$ cat src/rtl/ps2_cmd_pkg.sv
// Shared scancodes, command codes, held-bit indices and decoder state type for
// the PS/2 keyboard command path.
package ps2_cmd_pkg;

  localparam logic [7:0] ScExt      = 8'hE0;
  localparam logic [7:0] ScBrk      = 8'hF0;
  localparam logic [7:0] ScUpExt    = 8'h75;
  localparam logic [7:0] ScDownExt  = 8'h72;
  localparam logic [7:0] ScLeftExt  = 8'h6B;
  localparam logic [7:0] ScRightExt = 8'h74;
  localparam logic [7:0] ScW        = 8'h1D;
  localparam logic [7:0] ScS        = 8'h1B;
  localparam logic [7:0] ScA        = 8'h1C;
  localparam logic [7:0] ScD        = 8'h23;
  localparam logic [7:0] ScEnter    = 8'h5A;
  localparam logic [7:0] ScP        = 8'h4D;

  localparam logic [2:0] CmdUp    = 3'd1;
  localparam logic [2:0] CmdDown  = 3'd2;
  localparam logic [2:0] CmdLeft  = 3'd3;
  localparam logic [2:0] CmdRight = 3'd4;
  localparam logic [2:0] CmdStart = 3'd5;
  localparam logic [2:0] CmdPause = 3'd6;

  localparam logic [2:0] HeldUp    = 3'd0;
  localparam logic [2:0] HeldDown  = 3'd1;
  localparam logic [2:0] HeldLeft  = 3'd2;
  localparam logic [2:0] HeldRight = 3'd3;
  localparam logic [2:0] HeldStart = 3'd4;
  localparam logic [2:0] HeldPause = 3'd5;

  typedef enum logic [1:0] {StIdle, StExt, StBrk, StExtBrk} dec_state_e;

  typedef struct packed {
    logic       hit;
    logic [2:0] idx;
  } key_hit_t;

  // Command code for a held bit is always its index plus one.
  function automatic key_hit_t key_lookup(input logic ext, input logic [7:0] b);
    key_hit_t k;
    k.hit = 1'b1;
    k.idx = HeldUp;
    if (ext) begin
      case (b)
        ScUpExt:    k.idx = HeldUp;
        ScDownExt:  k.idx = HeldDown;
        ScLeftExt:  k.idx = HeldLeft;
        ScRightExt: k.idx = HeldRight;
        default:    k.hit = 1'b0;
      endcase
    end else begin
      case (b)
        ScW:     k.idx = HeldUp;
        ScS:     k.idx = HeldDown;
        ScA:     k.idx = HeldLeft;
        ScD:     k.idx = HeldRight;
        ScEnter: k.idx = HeldStart;
        ScP:     k.idx = HeldPause;
        default: k.hit = 1'b0;
      endcase
    end
    return k;
  endfunction

endpackage

$ cat src/rtl/cmd_fifo.sv
// Small circular command FIFO with combinational head read and a sticky
// overflow flag; a push into a full FIFO survives only if a pop frees a slot.
module cmd_fifo #(
  parameter int unsigned Depth = 4,
  parameter int unsigned Width = 3
) (
  input  logic                       clk_i,
  input  logic                       rst_i,
  input  logic                       push_i,
  input  logic [Width-1:0]           wdata_i,
  input  logic                       pop_i,
  output logic [Width-1:0]           rdata_o,
  output logic                       empty_o,
  output logic [$clog2(Depth):0]     count_o,
  output logic                       overflow_o
);

  localparam int unsigned PtrW = $clog2(Depth);
  localparam int unsigned CntW = PtrW + 1;

  logic [Width-1:0] mem_q [Depth];
  logic [PtrW-1:0]  wr_ptr_q, wr_ptr_d, rd_ptr_q, rd_ptr_d;
  logic [CntW-1:0]  count_q, count_d;
  logic             overflow_q, overflow_d;
  logic             empty, full, do_push, do_pop;

  assign empty   = (count_q == '0);
  assign full    = (count_q == CntW'(Depth));
  assign do_pop  = pop_i & ~empty;
  assign do_push = push_i & (~full | do_pop);

  always_comb begin
    wr_ptr_d   = wr_ptr_q;
    rd_ptr_d   = rd_ptr_q;
    count_d    = count_q;
    overflow_d = overflow_q;
    if (do_push) wr_ptr_d = wr_ptr_q + 1'b1;
    if (do_pop)  rd_ptr_d = rd_ptr_q + 1'b1;
    if (do_push && !do_pop) count_d = count_q + 1'b1;
    if (!do_push && do_pop) count_d = count_q - 1'b1;
    if (push_i && !do_push) overflow_d = 1'b1;
  end

  always_ff @(posedge clk_i) begin
    if (rst_i) begin
      wr_ptr_q   <= '0;
      rd_ptr_q   <= '0;
      count_q    <= '0;
      overflow_q <= 1'b0;
    end else begin
      wr_ptr_q   <= wr_ptr_d;
      rd_ptr_q   <= rd_ptr_d;
      count_q    <= count_d;
      overflow_q <= overflow_d;
    end
  end

  always_ff @(posedge clk_i) begin
    if (do_push) mem_q[wr_ptr_q] <= wdata_i;
  end

  assign rdata_o    = empty ? '0 : mem_q[rd_ptr_q];
  assign empty_o    = empty;
  assign count_o    = count_q;
  assign overflow_o = overflow_q;

endmodule

$ cat src/rtl/ps2_key_cmd_ctrl.sv
// Decodes PS/2 make/break/extended byte sequences into game commands, tracks
// held control keys, drops typematic repeats and queues fresh presses.
module ps2_key_cmd_ctrl
  import ps2_cmd_pkg::*;
#(
  parameter int unsigned FIFO_DEPTH = 4,
  parameter int unsigned CMD_W      = 3
) (
  input  logic                          clock,
  input  logic                          reset,
  input  logic                          key_pressed_in,
  input  logic [7:0]                    key_data_in,
  output logic                          cmd_valid,
  output logic [CMD_W-1:0]              cmd_data,
  input  logic                          cmd_ready,
  output logic [5:0]                    held,
  output logic [$clog2(FIFO_DEPTH):0]   fifo_count,
  output logic                          overflow
);

  dec_state_e state_q, state_d;
  logic [5:0] held_q, held_d;
  key_hit_t   key;
  logic       push;
  logic       empty;

  always_comb begin
    state_d = state_q;
    held_d  = held_q;
    push    = 1'b0;
    key     = key_lookup((state_q == StExt) || (state_q == StExtBrk), key_data_in);
    if (key_pressed_in) begin
      if (key_data_in == ScExt) begin
        state_d = StExt;
      end else if (key_data_in == ScBrk) begin
        unique case (state_q)
          StIdle:  state_d = StBrk;
          StExt:   state_d = StExtBrk;
          default: state_d = state_q;
        endcase
      end else begin
        state_d = StIdle;
        if (key.hit) begin
          if ((state_q == StBrk) || (state_q == StExtBrk)) begin
            held_d[key.idx] = 1'b0;
          end else if (!held_q[key.idx]) begin
            // Only a fresh press queues; a held key's typematic repeat is dropped.
            held_d[key.idx] = 1'b1;
            push            = 1'b1;
          end
        end
      end
    end
  end

  always_ff @(posedge clock) begin
    if (reset) begin
      state_q <= StIdle;
      held_q  <= '0;
    end else begin
      state_q <= state_d;
      held_q  <= held_d;
    end
  end

  cmd_fifo #(
    .Depth (FIFO_DEPTH),
    .Width (CMD_W)
  ) u_cmd_fifo (
    .clk_i      (clock),
    .rst_i      (reset),
    .push_i     (push),
    .wdata_i    (CMD_W'(key.idx + 3'd1)),
    .pop_i      (cmd_ready),
    .rdata_o    (cmd_data),
    .empty_o    (empty),
    .count_o    (fifo_count),
    .overflow_o (overflow)
  );

  assign cmd_valid = ~empty;
  assign held      = held_q;

endmodule

$ cat config.mk
export PLATFORM = sky130hd
export DESIGN_NAME = ps2_key_cmd_ctrl
export DESIGN_NICKNAME = d
export VERILOG_FILES = /design/src/rtl/ps2_cmd_pkg.sv /design/src/rtl/cmd_fifo.sv /design/src/rtl/ps2_key_cmd_ctrl.sv
export SDC_FILE = /design/constraint.sdc
export NUM_CORES = 1
export LEC_CHECK = 0
export CORE_MARGIN = 1.5
export CORE_UTILIZATION = 54
export CTS_CLUSTER_DIAMETER = 40
export DETAILED_ROUTE_END_ITERATION = 8
export PLACE_DENSITY = 0.76
export SYNTH_ARGS = -nofsm -noshare
export SYNTH_HDL_FRONTEND = slang
export SYNTH_SLANG_ARGS = --single-unit
$ cat constraint.sdc
create_clock -name clock -period 4.8 [get_ports clock]
set_input_delay 1.44 -clock clock [delete_from_list [all_inputs] [get_ports clock]]
set_output_delay 1.44 -clock clock [all_outputs]
set_load 0.05 [all_outputs]
==> implementation parameters, run 1 <==
Parameter                              Value

Critical path
  Element type at the critical path end ... flop
  Ordered list of cells on the worst path ... clkdlybuf4s50_1, or3b_1, or4_1, and2_4, a2111oi_0, o2111a_1, nor2_1, fa_1, inv_1, o41ai_1, a311o_1
  Type of origin of the critical path ... primary input
  Launching point of the worst reg2reg path ... state_q[0]
  Launch point of the worst path ... key_data_in[5]
  Maximum fanout along the worst path ... 6
  Cell with the biggest individual delay on the critical path ... sky130_fd_sc_hd__clkdlybuf4s50_1
  Type of the worst setup path ... primary input to flop
  Required @ worst endpoint ... approximately 5000 ps
  Largest stage delay, worst path ... ~530 ps
  Worst Path Arrival ... around 4900 ps

Placement
  Number of I/O port buffers ... 25
  Final weighted congestion in routability-driven placement ... ~0.83
  Detailed placement HPWL ... slightly below 3000 um
  Setup slack after placement ... -92.9 ps
  Total placed instance area ... ~2200 sq um

Logic synthesis
  Distinct cell type count of the synthesized netlist ... 58
  Post-synth top flop ... sky130_fd_sc_hd__dfxtp_1
  Count of flip-flops with a built-in enable after synthesis ... 12
  Warnings from Yosys ... 0
  Share of synthesized area occupied by flip-flops and latches ... 0.395
  Fraction of post-synthesis cell area in the top cell type by area ... 0.197
  Synthesized area per cell ... ~10 sq um
  Synth area leader ... sky130_fd_sc_hd__dfxtp_1
  Total nets after synthesis ... a little under 200
  Ys async rst share ... 0
  FF+latch count, synth ... 30
  Netlist area before placement ... 1830 sq um
  Cells after synthesis ... around 180
  Synth area leaders ... sky130_fd_sc_hd__dfxtp_1 (20%), sky130_fd_sc_hd__edfxtp_1 (20%), sky130_fd_sc_hd__mux4_2 (3.7%)

Floorplanning
  Width of the chip ... 61.1 um
  # IOs ... 26
  Area inside the core boundary ... 3130 sq um
  Starting utilization of the core area ... 0.584
  Cell Rows ... 20
  Height of the chip ... ~61 um
  Area of the die ... around 3700 sq um

STA
  Setup violators final ... 0
  Post-route fraction of the period consumed by the critical path ... 0.956
  Pins over their slew limit ... 0
  Achievable clock frequency ... about 220 MHz
  Setup repair after global routing missed its margin ... false
  Post-layout minimum cycle time ... approximately 4600 ps
  Clk_skew ... 3.94 ps
  Measured slew at the worst slew-check pin ... 814 ps
  Worst Slack Setup Final ... 213 ps
  Worst relative slew slack ... 0.455
  Number of endpoints with negative hold slack in the final report ... 0

Global routing
  GRT Residual Overflow ... 0
  Pin count of the biggest net entering global routing ... 25
  Overall routing resource usage ... 0.241
  Wire length of the first global-routing pass ... 6730 um
  Via count of the first global-routing pass ... 1516
  Number of antenna violations at the first check in global routing ... 0

Pwr
  Leakage power ... ~0.0008 uW
  Pwr dens ... around 240 nW/um^2
  VDD IR max ... ~0.00022 V

Clocking
  Root Buffer Master ... sky130_fd_sc_hd__clkbuf_4
  Number of setup buffers added after CTS ... 0
  Number of H-tree branching levels ... 2
  Count of cells resized by post-cts repair ... 0
  Number of sinks driven by the clock tree ... 30
  Source-to-sink clock delay at the later pin of the worst-skew pair ... 320 ps
  Clock-pin slew on the worst setup and hold paths ... approximately 100 ps
  Clock Tree Buf Depth ... 2
  Number of CTS-inserted buffers ... 5
  Clock tree from TritonCTS ... done
  Hold buffers post-CTS ... 0

Detailed routing
  Post-DR wirelength/cell ... 14.7 um
  Wire length reported by the detailed router ... between 3000 and 4000 um
  Routed via count ... between 1000 and 1500
  Remaining antenna violation count after routing ... 0
  Vias per inst ... between 5 and 6
  Initial drt markers ... roughly 70
  Drt pass-1 iters ... 4
  DR DRC count ... 0

Flow run
  Reported max-cap violation count ... 0

Finish
  Total of fill cells in the finished design ... 242
  Synth-to-Final Area Change ... 23.5%
  Design area ... approximately 2300 sq um
  Area occupied by multi-input gates ... around 1000 sq um
  Final nets ... about 230
  Footprint of the flip-flops and latches ... between 700 and 800 sq um
  Proportion of layout cells with a drive suffix above 1 ... 0.217
  Antenna diodes ... 0

Worst hold path
  Min-delay src ... u_cmd_fifo.overflow_o
  Path category of the worst min-delay check ... flop to flop

Outcome
  Run status ... finished, final reports clean
[cells in the final DEF (no fill, tap or decap), drive strengths merged, types with 2 or more instances in the layout]
cell type      netlist  layout
nand4b               3       3
or3                  3       3
dfxtp               18      18
or2                  2       2
or4                  4       4
edfxtp              12      12
a211oi               3       3
nand2               13      13
and2                11      11
nor4b                4       4
buf                  3      15
nand2b               4       4
mux2                 2       2
xnor2                5       5
or4bb                4       4
clkbuf               4       5
inv                  8       8
nor3                 5       5
clkinv               0       2
a211o                2       2
a2111oi              3       3
o41ai                2       2
o21ai                6       6
nor2                15      15
a21oi               10      10
mux2i                4       4
nand4bb              2       2
ha                   4       4
mux4                 3       3
clkdlybuf4s50        0      25
[critical path, delay by kind of cell]
kind	cells	cell delay (ps)
AOI/OAI and AO/OA	4	1250
and+or+nand+nor	4	1090
adders and majority gates	1	500
buffers and inverters	2	580
[final timing paths]
path,slack [ps],end,cells past startpoint
hold reg to reg,480,u_cmd_fifo.overflow_o,2
hold / removal,480,u_cmd_fifo.overflow_o,2
setup / recovery,210,u_cmd_fifo.count_o[1],11
setup reg to reg,2110,u_cmd_fifo.count_o[1],9
[routing by layer]
metal	global-route usage	part of all wire	vias up
met3	0.0546	0.042	4
met4	0.0776	0.0089	0
met2	0.395	0.49	46
li1	-	-	737
met1	0.318	0.46	712
met5	0	0	-
[power breakdown]
group | total (uW) | internal [uW] | switching [uW]
Combinational | 120 | 52.2 | 68.0
Sequential | 279 | 271 | 8.39
Clock | 144 | 54.4 | 89.4
Total | 543 | 378 | 166
[stage by stage]
stage / instances / TNS [ps] / util / power, uW / hold slack, ps
finish: 261 / 0 / 0.721 / 543 / 484
global route: 261 / 0 / 0.721 / 570 / 557
CTS: 261 / 0 / 0.721 / 548 / 492
detailed placement: 253 / -165 / 0.704 / 404 / 460
global placement: 253 / 0 / 0.704 / 401 / 452
floorplan: 176 / 0 / - / 361 / 478
[Yosys cell counts, drive strengths merged (4+ instances only)]
library cell / n
a21oi: 10
and2: 11
clkbuf: 4
dfxtp: 18
edfxtp: 12
ha: 4
inv: 8
mux2i: 4
nand2: 13
nand2b: 4
nor2: 15
nor3: 5
nor4b: 4
o21ai: 6
or4: 4
or4bb: 4
xnor2: 5
[cell families (layout without fill, tap and decap cells)]
logic type / count (synthesis) / after routing / synth area share
muxes: 9 / 9 / 0.0713
DFF: 30 / 30 / 0.395
adders and majority gates: 5 / 5 / 0.0384
xor gates and xnor gates: 6 / 6 / 0.0288
and+or+nand+nor: 76 / 76 / 0.268
AOI/OAI and AO/OA: 35 / 35 / 0.158
buffers and inverters: 15 / 56 / 0.0411
[final cells by class]
| class | instances | share of cell area |
|---|---|---|
| flip-flops and latches | 30 | 0.320 |
| repair buffers | 40 | 0.161 |
| well taps | 44 | 0.0244 |
| clock inverters | 3 | 0.00721 |
| clock buffers | 5 | 0.0166 |
| inverters | 8 | 0.0144 |
| multi-input cells | 131 | 0.457 |
Note: power is estimated with default switching activity, not from simulation.
==> inputs of run 2 (changes only) <==
==> constraint.sdc (replaced) <==
create_clock -name clock -period 4.9 [get_ports clock]
set_input_delay 1.47 -clock clock [delete_from_list [all_inputs] [get_ports clock]]
set_output_delay 1.47 -clock clock [all_outputs]
set_load 0.05 [all_outputs]
==> run 2 against run 1 <==
First-iteration DRC count up 43%; setup slack improved by 84 ps; global-route usage rose by 0.32 points; critical path depth unchanged; sequential cell count is the same; total power grew 17%; via count down 2.3%; final area up 0.44%; clock-buffer cell count did not move; critical path type unchanged; largest cell class unchanged.
==> implementation parameters, run 2 (same netlist as run 1, synthesis figures left out) <==
Parameter                              Value

Outcome
  Run status ... finished, final reports clean

Detailed routing
  Drt pass-1 iters ... 4 (unchanged)
  Wire length reported by the detailed router ... 3890 um (+1.4%)
  Post-DR wirelength/cell ... 15.2 um (+3.4%)
  Vias per inst ... 5.72 (-0.36%)
  Remaining antenna violation count after routing ... 0 (unchanged)
  Routed via count ... 1465 (-2.3%)
  Initial drt markers ... 97 (+43%)
  DR DRC count ... 0 (unchanged)

Worst hold path
  Path category of the worst min-delay check ... flop to flop
  Min-delay src ... u_cmd_fifo.overflow_o

Finish
  Synth-to-Final Area Change ... 24.1%
  Commonest non-fill, non-tap cells in the layout ... sky130_fd_sc_hd__clkdlybuf4s50_1 (25), sky130_fd_sc_hd__dfxtp_1 (18), sky130_fd_sc_hd__nor2_1 (15)
  Commonest non-fill, non-tap cell in the layout ... sky130_fd_sc_hd__clkdlybuf4s50_1
  Design area ... 2260 sq um (+0.44%)
  Antenna diodes ... 0 (unchanged)
  Proportion of layout cells with a drive suffix above 1 ... 0.198 (-0.0185)
  Final nets ... 228 (-2.1%)

Clocking
  Hold buffers post-CTS ... 0 (unchanged)
  Count of cells resized by post-cts repair ... 0 (unchanged)
  Clock Tree Buf Depth ... 2 (unchanged)
  Number of H-tree branching levels ... 2 (unchanged)
  Number of setup buffers added after CTS ... 0 (unchanged)
  Source-to-sink clock delay at the later pin of the worst-skew pair ... 330 ps (about the same)
  Number of sinks driven by the clock tree ... 30 (unchanged)
  Root Buffer Master ... sky130_fd_sc_hd__clkbuf_4
  Clock-pin slew on the worst setup and hold paths ... 100 ps (about the same)
  Clock tree from TritonCTS ... done
  Number of CTS-inserted buffers ... 5 (unchanged)

Critical path
  Launching point of the worst reg2reg path ... state_q[0]
  Worst Path Arrival ... 4880 ps (+20 ps)
  Ordered list of cells on the worst path ... clkdlybuf4s50_1, or3b_1, or4_1, and2_4, a2111oi_0, o2111a_1, nor2_1, fa_1, inv_1, o41ai_1, a311o_1
  Largest stage delay, worst path ... 530 ps (about the same)
  Cell with the biggest individual delay on the critical path ... sky130_fd_sc_hd__clkdlybuf4s50_1
  Maximum fanout along the worst path ... 6 (unchanged)
  Required @ worst endpoint ... 5180 ps (+110 ps)
  Type of the worst setup path ... primary input to flop
  Element type at the critical path end ... flop
  Launch point of the worst path ... key_data_in[5]
  Type of origin of the critical path ... primary input

Floorplanning
  # IOs ... 26 (unchanged)
  Area inside the core boundary ... 3130 sq um (unchanged)
  Width of the chip ... 61.1 um (unchanged)
  Starting utilization of the core area ... 0.584 (unchanged)
  Area of the die ... 3740 sq um (unchanged)
  Height of the chip ... 61.1 um (unchanged)
  Cell Rows ... 20 (unchanged)

STA
  Number of endpoints with negative hold slack in the final report ... 0 (unchanged)
  Clk_skew ... 4.17 ps (+0.236 ps)
  Total negative slack ... 0 ps (unchanged)
  Post-route fraction of the period consumed by the critical path ... 0.939
  Achievable clock frequency ... ~220 MHz
  Setup repair after global routing missed its margin ... false
  Post-layout minimum cycle time ... between 4000 and 5000 ps
  Worst relative slew slack ... 0.437 (-0.0182)
  Measured slew at the worst slew-check pin ... 841 ps (+27.2 ps)
  Setup violators final ... 0 (unchanged)
  Pins over their slew limit ... 0 (unchanged)

Pwr
  Pwr dens ... 280 nW/um^2 (+16%)
  VDD IR max ... 0.000203 V (-7.7%)
  Leakage power ... 0.000789 uW (about the same)
  Power consumption ... 635 uW (+17%)

Placement
  Number of I/O port buffers ... 25 (unchanged)
  Detailed placement HPWL ... 2870 um (-1.7%)
  Final weighted congestion in routability-driven placement ... 0.868 (+5.0%)
  Total placed instance area ... 2160 sq um (-1.7%)

Global routing
  Via count of the first global-routing pass ... 1368 (-9.8%)
  Met2 track demand over resource ... 0.374 (-0.0213)
  Wire length of the first global-routing pass ... 6640 um (-1.4%)
  Overall routing resource usage ... 0.245 (+0.00320)
  Global route hottest layer ... met2
  Global Route met1 Usage ... 0.346 (+0.0281)
  Number of antenna violations at the first check in global routing ... 0 (unchanged)
  GRT Residual Overflow ... 0 (unchanged)
  Met3 usage ... 0.0525 (-0.00210)
  Pin count of the biggest net entering global routing ... 25 (unchanged)

Flow run
  Reported max-cap violation count ... 0 (unchanged)
-- run 2: metal layers --
layer | vias up | wire length [um]
li1 | 727 | -
met3 | 6 | 129
met1 | 705 | 1900
met5 | - | 0
met2 | 27 | 1820
met4 | 0 | 53
-- run 2: where the power goes --
part	total [uW]	internal, uW	switching (uW)
Combinational	116	49.5	66.9
Sequential	274	265	8.17
Clock	245	157	87.6
Total	635	472	163
-- run 2: cell type report --
class,instances,area [sq um]
Clock buffer,5,37.5
Clock inverter,3,63.8
Fill cell,254,863
Inverter,8,32.5
Multi-Input combinational cell,131,1030
Sequential cell,30,721
Tap cell,44,55.1
Timing Repair Buffer,35,325
-- run 2: metrics by stage --
stage                     worst slack [ps]  hold slack (ps)  std cells  utilization
after floorplan                        595              478        176            -
after global placement                70.8              454        248        0.692
after detailed placement              13.2              490        248        0.692
after CTS                              341              524        256        0.724
after global routing                   139              537        256        0.724
final                                  298              518        256        0.724
-- run 2: worst paths after layout --
path / endpoint / cells after the start / slack, ps
hold / removal: u_cmd_fifo.overflow_o / 2 / 520
setup reg to reg: u_cmd_fifo.count_o[1] / 9 / 2250
setup / recovery: u_cmd_fifo.count_o[1] / 11 / 300
hold reg to reg: u_cmd_fifo.overflow_o / 2 / 520
-- run 2: worst max-delay path: cells and delay by family --
kind,cells,cell delay (ps)
simple gates,4,1130
fa+ha+maj,1,500
compound gates,4,1190
buf+inv,2,580
